`config.mk`:
```
export PLATFORM = sky130hd
export DESIGN_NAME = button_level_debounce_flat
export DESIGN_NICKNAME = d
export VERILOG_FILES = /design/src/rtl/button_level_debounce_if.sv /design/src/rtl/button_level_debounce.sv /design/src/flat_wrapper.sv
export SDC_FILE = /design/constraint.sdc
export NUM_CORES = 1
export LEC_CHECK = 0
export CAP_MARGIN = 20
export CORE_UTILIZATION = 58
export DETAILED_ROUTE_END_ITERATION = 10
export PLACE_DENSITY = 0.73
export SLEW_MARGIN = 0
export SYNTH_ARGS = -nofsm -noshare
export SYNTH_HDL_FRONTEND = slang
export SYNTH_SLANG_ARGS = --single-unit
```
`constraint.sdc`:
```
create_clock -name clk -period 2.6 [get_ports clk]
set_clock_uncertainty 0.1 [all_clocks]
set_input_delay 0.52 -clock clk [delete_from_list [all_inputs] [get_ports clk]]
set_output_delay 0.52 -clock clk [all_outputs]
set_load 0.01 [all_outputs]
```
`src/rtl/button_level_debounce_if.sv`:
```
// Button debouncer signal bundle: raw input toward the debouncer, qualified level and strobes back.
// The release strobe is named release_pulse because "release" is a reserved word in SystemVerilog.
interface button_level_debounce_if;
  logic btn_raw;
  logic level;
  logic press;
  logic release_pulse;
  logic bouncing;

  modport master (
    output btn_raw,
    input  level,
    input  press,
    input  release_pulse,
    input  bouncing
  );

  modport slave (
    input  btn_raw,
    output level,
    output press,
    output release_pulse,
    output bouncing
  );
endinterface

```
`src/rtl/button_level_debounce.sv`:
```
// Level debouncer for a mechanical button: two-flop synchroniser, then a four-state
// qualifier that accepts a change only after DB_CYCLES consecutive stable samples.
module button_level_debounce #(
  parameter int unsigned DB_CYCLES  = 2000000,
  parameter int unsigned CNT_W      = 24,
  parameter bit          ACTIVE_LOW = 1'b0
) (
  input  logic                  clk,
  input  logic                  rst,
  button_level_debounce_if.slave btn
);

  typedef enum logic [1:0] {
    IDLE_LO,
    WAIT_HI,
    IDLE_HI,
    WAIT_LO
  } state_t;

  localparam logic [CNT_W-1:0] CNT_LAST = CNT_W'(DB_CYCLES - 1);
  localparam logic [CNT_W-1:0] CNT_ONE  = CNT_W'(1);

  logic [1:0]       sync_q;
  logic             s;
  state_t           state_q, state_d;
  logic [CNT_W-1:0] cnt_q, cnt_d;
  logic             level_q, level_d;
  logic             press_q, press_d;
  logic             release_q, release_d;

  // Flops reset to the polarity that reads as "released" after inversion.
  always_ff @(posedge clk) begin
    if (rst) begin
      sync_q <= {2{ACTIVE_LOW}};
    end else begin
      sync_q <= {sync_q[0], btn.btn_raw};
    end
  end

  assign s = sync_q[1] ^ ACTIVE_LOW;

  always_ff @(posedge clk) begin
    if (rst) begin
      state_q   <= IDLE_LO;
      cnt_q     <= '0;
      level_q   <= 1'b0;
      press_q   <= 1'b0;
      release_q <= 1'b0;
    end else begin
      state_q   <= state_d;
      cnt_q     <= cnt_d;
      level_q   <= level_d;
      press_q   <= press_d;
      release_q <= release_d;
    end
  end

  always_comb begin
    state_d   = state_q;
    cnt_d     = '0;
    level_d   = level_q;
    press_d   = 1'b0;
    release_d = 1'b0;
    unique case (state_q)
      IDLE_LO: begin
        level_d = 1'b0;
        if (s) begin
          state_d = WAIT_HI;
          cnt_d   = CNT_ONE;
        end
      end
      WAIT_HI: begin
        if (!s) begin
          state_d = IDLE_LO;
        end else if (cnt_q == CNT_LAST) begin
          state_d = IDLE_HI;
          level_d = 1'b1;
          press_d = 1'b1;
        end else begin
          cnt_d = cnt_q + CNT_ONE;
        end
      end
      IDLE_HI: begin
        level_d = 1'b1;
        if (!s) begin
          state_d = WAIT_LO;
          cnt_d   = CNT_ONE;
        end
      end
      WAIT_LO: begin
        if (s) begin
          state_d = IDLE_HI;
        end else if (cnt_q == CNT_LAST) begin
          state_d   = IDLE_LO;
          level_d   = 1'b0;
          release_d = 1'b1;
        end else begin
          cnt_d = cnt_q + CNT_ONE;
        end
      end
      default: begin
        state_d = IDLE_LO;
        level_d = 1'b0;
      end
    endcase
  end

  assign btn.level         = level_q;
  assign btn.press         = press_q;
  assign btn.release_pulse = release_q;
  assign btn.bouncing      = (state_q == WAIT_HI) || (state_q == WAIT_LO);

endmodule
```
`src/flat_wrapper.sv`:
```
// flat-port wrapper written by rule: the top's interface ports become plain ports
module button_level_debounce_flat 
#(
  parameter int unsigned DB_CYCLES  = 2000000,
  parameter int unsigned CNT_W      = 24,
  parameter bit          ACTIVE_LOW = 1'b0
)
  (clk, rst, btn_btn_raw, btn_level, btn_press, btn_release_pulse, btn_bouncing);
  button_level_debounce_if btn_i ();
  input  logic clk;
  input  logic rst;
  input wire logic [$bits(btn_i.btn_raw)-1:0] btn_btn_raw;
  output wire logic [$bits(btn_i.level)-1:0] btn_level;
  output wire logic [$bits(btn_i.press)-1:0] btn_press;
  output wire logic [$bits(btn_i.release_pulse)-1:0] btn_release_pulse;
  output wire logic [$bits(btn_i.bouncing)-1:0] btn_bouncing;
  assign btn_i.btn_raw = btn_btn_raw;
  assign btn_level = btn_i.level;
  assign btn_press = btn_i.press;
  assign btn_release_pulse = btn_i.release_pulse;
  assign btn_bouncing = btn_i.bouncing;
  button_level_debounce #(.DB_CYCLES(DB_CYCLES), .CNT_W(CNT_W), .ACTIVE_LOW(ACTIVE_LOW)) u_core (.clk(clk), .rst(rst), .btn(btn_i));
endmodule
```
# Word level (Yosys, flattened, before mapping)
# Cells that the tools add are included.
# op_classes
add_sub_neg	1
muxes	19
eq_ne	12
div_mod_pow	0
shifts	0
mul	0
reduce_logical	6
n_bitwise	3
n_lt_le_gt_ge	0
# ops
operator	n
case mux 24 bit (4 select lines)	1
2-to-1 mux 24 bit	3
adder 24 x 1 -> 24 bit (second input constant)	1
equality test 24 x 21 -> 1 bit (second input constant)	1
2-to-1 mux 2 bit	6
inequality test 2 x 1 -> 1 bit (second input constant)	4
case mux 2 bit (4 select lines)	1
AND reduction 4 bit	2
2-to-1 mux 1 bit	7
OR reduction 3 bit	2
equality test 2 bit (second input constant)	2
inequality test 2 bit (second input constant)	2
case mux 1 bit (4 select lines)	1
inequality test 3 x 1 -> 1 bit (second input constant)	1
inequality test 3 bit (second input constant)	1
inverter 1 bit	3
equality test 2 x 1 -> 1 bit (second input constant)	1
logical NOT 2 bit	1
logical OR 1 bit	1
# totals
output_inout_bits	4
latchBits	0
input_bits	3
ram_bits	0
ff_bits	31
rom_bits	0
memories	0

# Longest topological paths before layout
# depth
depth_word	4
ltp_mapped	9
mapped_depth_nobuf	7

# Least setup slack after synthesis
# OpenSTA, ideal clock, no wires.
# synth_timing
path_kind	flip-flop to flip-flop
from	register u_core.cnt_q[0]
to	register u_core.cnt_q[22]
t_arrival_ns	1.619
path_stages_with_launch	7
setup_time_ns	0.115
setup_slack_ns	0.766
path_cell_list	dfxtp_1 > ha_1 > nand2_1 > nor4_2 > nor4b_2 > xnor2_1 > nor2_1
# synth_between
elab_chain_cells	4
elab_cells_between_ends	6
cone_classes	1 x add/sub; 1 x eq/ne; 4 x mux
# synth_lines
element	line	rtl
start, declared	button_level_debounce.sv:26	logic [CNT_W-1:0] cnt_q, cnt_d;
start signal, assigned	button_level_debounce.sv:51	cnt_q <= cnt_d;
adder 24 x 1 -> 24 bit or equality test 24 x 21 -> 1 bit (tied branches)	n/a	
2-to-1 mux 24 bit (*)	button_level_debounce.sv:75, button_level_debounce.sv:93	
2-to-1 mux 24 bit, on equally long branches	button_level_debounce.sv:91, button_level_debounce.sv:73	
case mux 24 bit (4 select lines) (*)	button_level_debounce.sv:64	unique case (state_q)
# Every way passes the cells marked *; elsewhere a longest branch is shown, timed or not.
# A chain may end at the register's enable or synchronous reset.

==> results by group <==
Logic synthesis
  – Ys Warns: 0
  – Post-synth design cell area: between 0.0015 and 0.002 sq mm
  – Post-Syn Nets: 173
  – Area leader, netlist: dfxtp_1
  – Share of the yosys chip area belonging to registers: 0.412
  – Synth Register Bits: 31
  – Top cells by area, synth: dfxtp_1, xnor2_1, nor2_1, xor2_1, ha_1
  – Cell count after synthesis: roughly 160
  – Netlist cell types: 38
  – Mapped Avg Cell Area: 9.19 sq um
  – Top-area cell type share of the netlist area: 0.412

STA
  – Slew Viols, Final: 0
  – RSZ-0062 raised after global routing: false
  – Fin crit share: 0.939
  – Final worst setup slack: 0.158 ns
  – Final hold vios: 0
  – Min Clock Period, post-route: ~2.4 ns
  – Relative slew slack: 0.631
  – Final Hold Slack: ~0.35 ns
  – Sum Neg Setup Slack: 0 ns
  – Fmax: 409 MHz
  – # setup viols final: 0
  – Least-Margin Pin Slew: roughly 0.55 ns

Placement
  – DP Cell Count: slightly below 200
  – DP Area: about 0.0016 sq mm
  – HPWL Detailed: roughly 1.9 mm
  – Gp weighted congestion: 0.754
  – IO buf count: 6
  – Pre-CTS setup slack: 0.522 ns

Drt
  – Vias per cell: 5.41
  – Post-Route WL: 2.71 mm
  – Routed len/inst: 13.3 microns
  – Pre-Repair DR Iteration Count: 4
  – DR iter-0 viols: 21
  – Via count: 1103
  – Drt drc: 0
  – Post-route ant nets: 0

Pwr
  – Leak: approximately 0.52 nW
  – Pwr Density: 539 mW/mm^2
  – Worst vdd ir: 442 uV

Global route
  – Largest net degree at the start of global routing: 24
  – GRT Util Overall: 0.229
  – Vias in the first global route: 1055
  – Initial antenna violation count: 0
  – GR Overflow Total: 0
  – First-pass GRT wire length: between 4 and 5 mm

Finish
  – Synth-to-Final Area Change: 9.63%
  – Diodes inserted: 0
  – Cell area after layout: 0.00165 sq mm
  – Fill count: 212
  – Nets@finish: 182
  – Non-Filler Instances: 204
  – Share of layout cells above drive strength 1: 0.121

Clock network
  – Clk Latency, worst-skew pair: 0.33 ns
  – Post CTS Setup Buffer Count: 0
  – CTS Root Cell: clkbuf_4
  – Num CTS Buffers: 5
  – Clock Tree Buf Depth: 2
  – Reg clk slew, reported paths: 0.10 ns
  – Hold_buf cts: 0
  – Post-cts resize count: 0
  – CTS H-tree depth: 2
  – TritonCTS Sinks: 31
  – CTS tree: built

Floorplan
  – Initial Utilization: 0.609
  – Row count: 18
  – Die Wd: 53.0 microns
  – Die area: 0.00281 sq mm
  – Core area: about 0.0025 sq mm
  – Die H: around 53 microns
  – Io pins: 7

Setup path
  – Worst R2R Start: u_core.cnt_q[0]
  – CP startpoint kind: flip-flop
  – Critical Path End Type: primary output
  – Setup Crit Path Kind: reg2out
  – Slowest stage cell, crit path: clkdlybuf4s50_1
  – Critical-path cell list: inv_1 -> ha_1 -> or2_2 -> clkdlybuf4s50_1
  – Reg2reg setup slack: 0.50 ns
  – CP Max Fanout: 4
  – Slowest stage delay, CP: 0.48 ns
  – Req. time, crit path: approximately 2.0 ns
  – Worst Reg-to-Reg Cells: 6
  – Worst r2r dst: u_core.cnt_q[20]
  – CP arrival: 1.82 ns

Flow run
  – Max Cap Violations: 0

Min path
  – Sink of the worst hold path: u_core.sync_q[1]
  – WHS Path Cells: 1
  – Min-delay worst type: reg2reg
  – Hold Path Origin: u_core.sync_q[0]

Run status
  – Status: finished, final reports clean
-- cell usage after synthesis (all sizes together) --
cell,number
and3,1
a31o,1
nand4b,1
nor3b,2
xor2,9
nand2b,3
dfxtp,31
nor2b,2
o21a,1
ha,6
nand4,5
or3,3
and4b,1
nor3,7
a21oi,3
or4,1
xnor2,13
nor4,2
a211oi,1
clkbuf,1
or2,2
o31ai,1
and2,1
inv,8
a221oi,1
buf,4
nor2,29
nand3,9
nand2,9
mux2i,2
and4,2
nor4b,2
-- layout make-up --
type / count / area, sq um / share of cell area
clock buffer: 8 / 68.8 / 0.0416
inverter: 8 / 30.0 / 0.0182
multi-input combinational: 120 / 828 / 0.501
sequential: 31 / 621 / 0.375
tap: 30 / 37.5 / 0.0227
timing repair buffer: 7 / 67.6 / 0.0409
-- critical path, delay by kind of cell, from the launching register on --
kind | cells | cell delay, ns
AND/OR/NAND/NOR | 1 | 0.31
adder cells (fa/ha/maj) | 1 | 0.23
buffers and inverters | 2 | 0.58
flip-flops | 1 | 0.37
-- registers in the layout, indices dropped and copies added, names as in the netlist, named ones only --
signal                    cells
u_core.btn.release_pulse      1
u_core.btn.press              1
u_core.cnt_q                 24
u_core.sync_q                 2
u_core.btn.level              1
u_core.state_q                1
-- logic make-up (layout without fill, tap and decap cells) --
family / count (synthesis) / count (layout) / synth area share
buf+inv: 13 / 23 / 0.0390
mux: 2 / 2 / 0.0133
simple gates: 82 / 82 / 0.309
compound gates: 8 / 8 / 0.0498
fa+ha+maj: 6 / 6 / 0.0498
xor+xnor: 22 / 22 / 0.128
flops: 31 / 31 / 0.412
-- where the power goes --
part	switching [mW]	internal (mW)	leakage, nW	total, mW
Clock	0.159	0.159	0.0386	0.318
Sequential	0.0111	0.484	0.251	0.495
Combinational	0.0370	0.0405	0.229	0.0775
-- routing by layer --
layer  vias to the layer above  GRT usage  part of all wire
met2                        13      0.359              0.45
met3                         9     0.0603             0.024
li1                        571          -                 -
met4                         0      0.118             0.022
met1                       510      0.284              0.50
met5                         -          0                 0
-- per-stage QoR --
| stage | util | power (mW) |
|---|---|---|
| after detailed placement | 0.639 | 0.582 |
| final | 0.667 | 0.891 |
| after global placement | 0.639 | 0.580 |
| after CTS | 0.667 | 0.900 |
| after global routing | 0.667 | 0.930 |
| after floorplan | - | 0.558 |
-- layout by cell type (no fill, tap or decap), types with 2 or more instances in the layout --
| cell type | Yosys | layout |
|---|---|---|
| xnor2_1 | 13 | 13 |
| nor2b_1 | 2 | 2 |
| nand3_1 | 9 | 9 |
| inv_1 | 8 | 8 |
| nor2_1 | 28 | 28 |
| nor4b_2 | 2 | 2 |
| a21oi_1 | 3 | 3 |
| ha_1 | 6 | 6 |
| or3_1 | 2 | 2 |
| xor2_1 | 9 | 9 |
| and4_1 | 2 | 2 |
| nor3_1 | 4 | 4 |
| mux2i_1 | 2 | 2 |
| nand4_1 | 5 | 5 |
| or2_2 | 2 | 2 |
| nor3b_1 | 2 | 2 |
| dfxtp_1 | 31 | 31 |
| clkdlybuf4s50_1 | 0 | 6 |
| nand2_1 | 9 | 9 |
| nor3_2 | 2 | 2 |
| clkbuf_8 | 0 | 2 |
| clkbuf_4 | 0 | 5 |
| nand2b_1 | 3 | 3 |
-- worst max-delay path by stage --
stage,start,endpoint,slack [ns],cells past startpoint
after floorplan,u_core.cnt_q[0],u_core.cnt_q[22],0.77,6
after global placement,flip-flop,btn_bouncing,0.58,4
after detailed placement,u_core.cnt_q[0],u_core.cnt_q[22],0.52,6
after CTS,flip-flop,btn_bouncing,0.14,4
after global routing,flip-flop,btn_bouncing,0.07,4
final,flip-flop,btn_bouncing,0.16,4
Note: power is estimated with default switching activity, not from simulation.
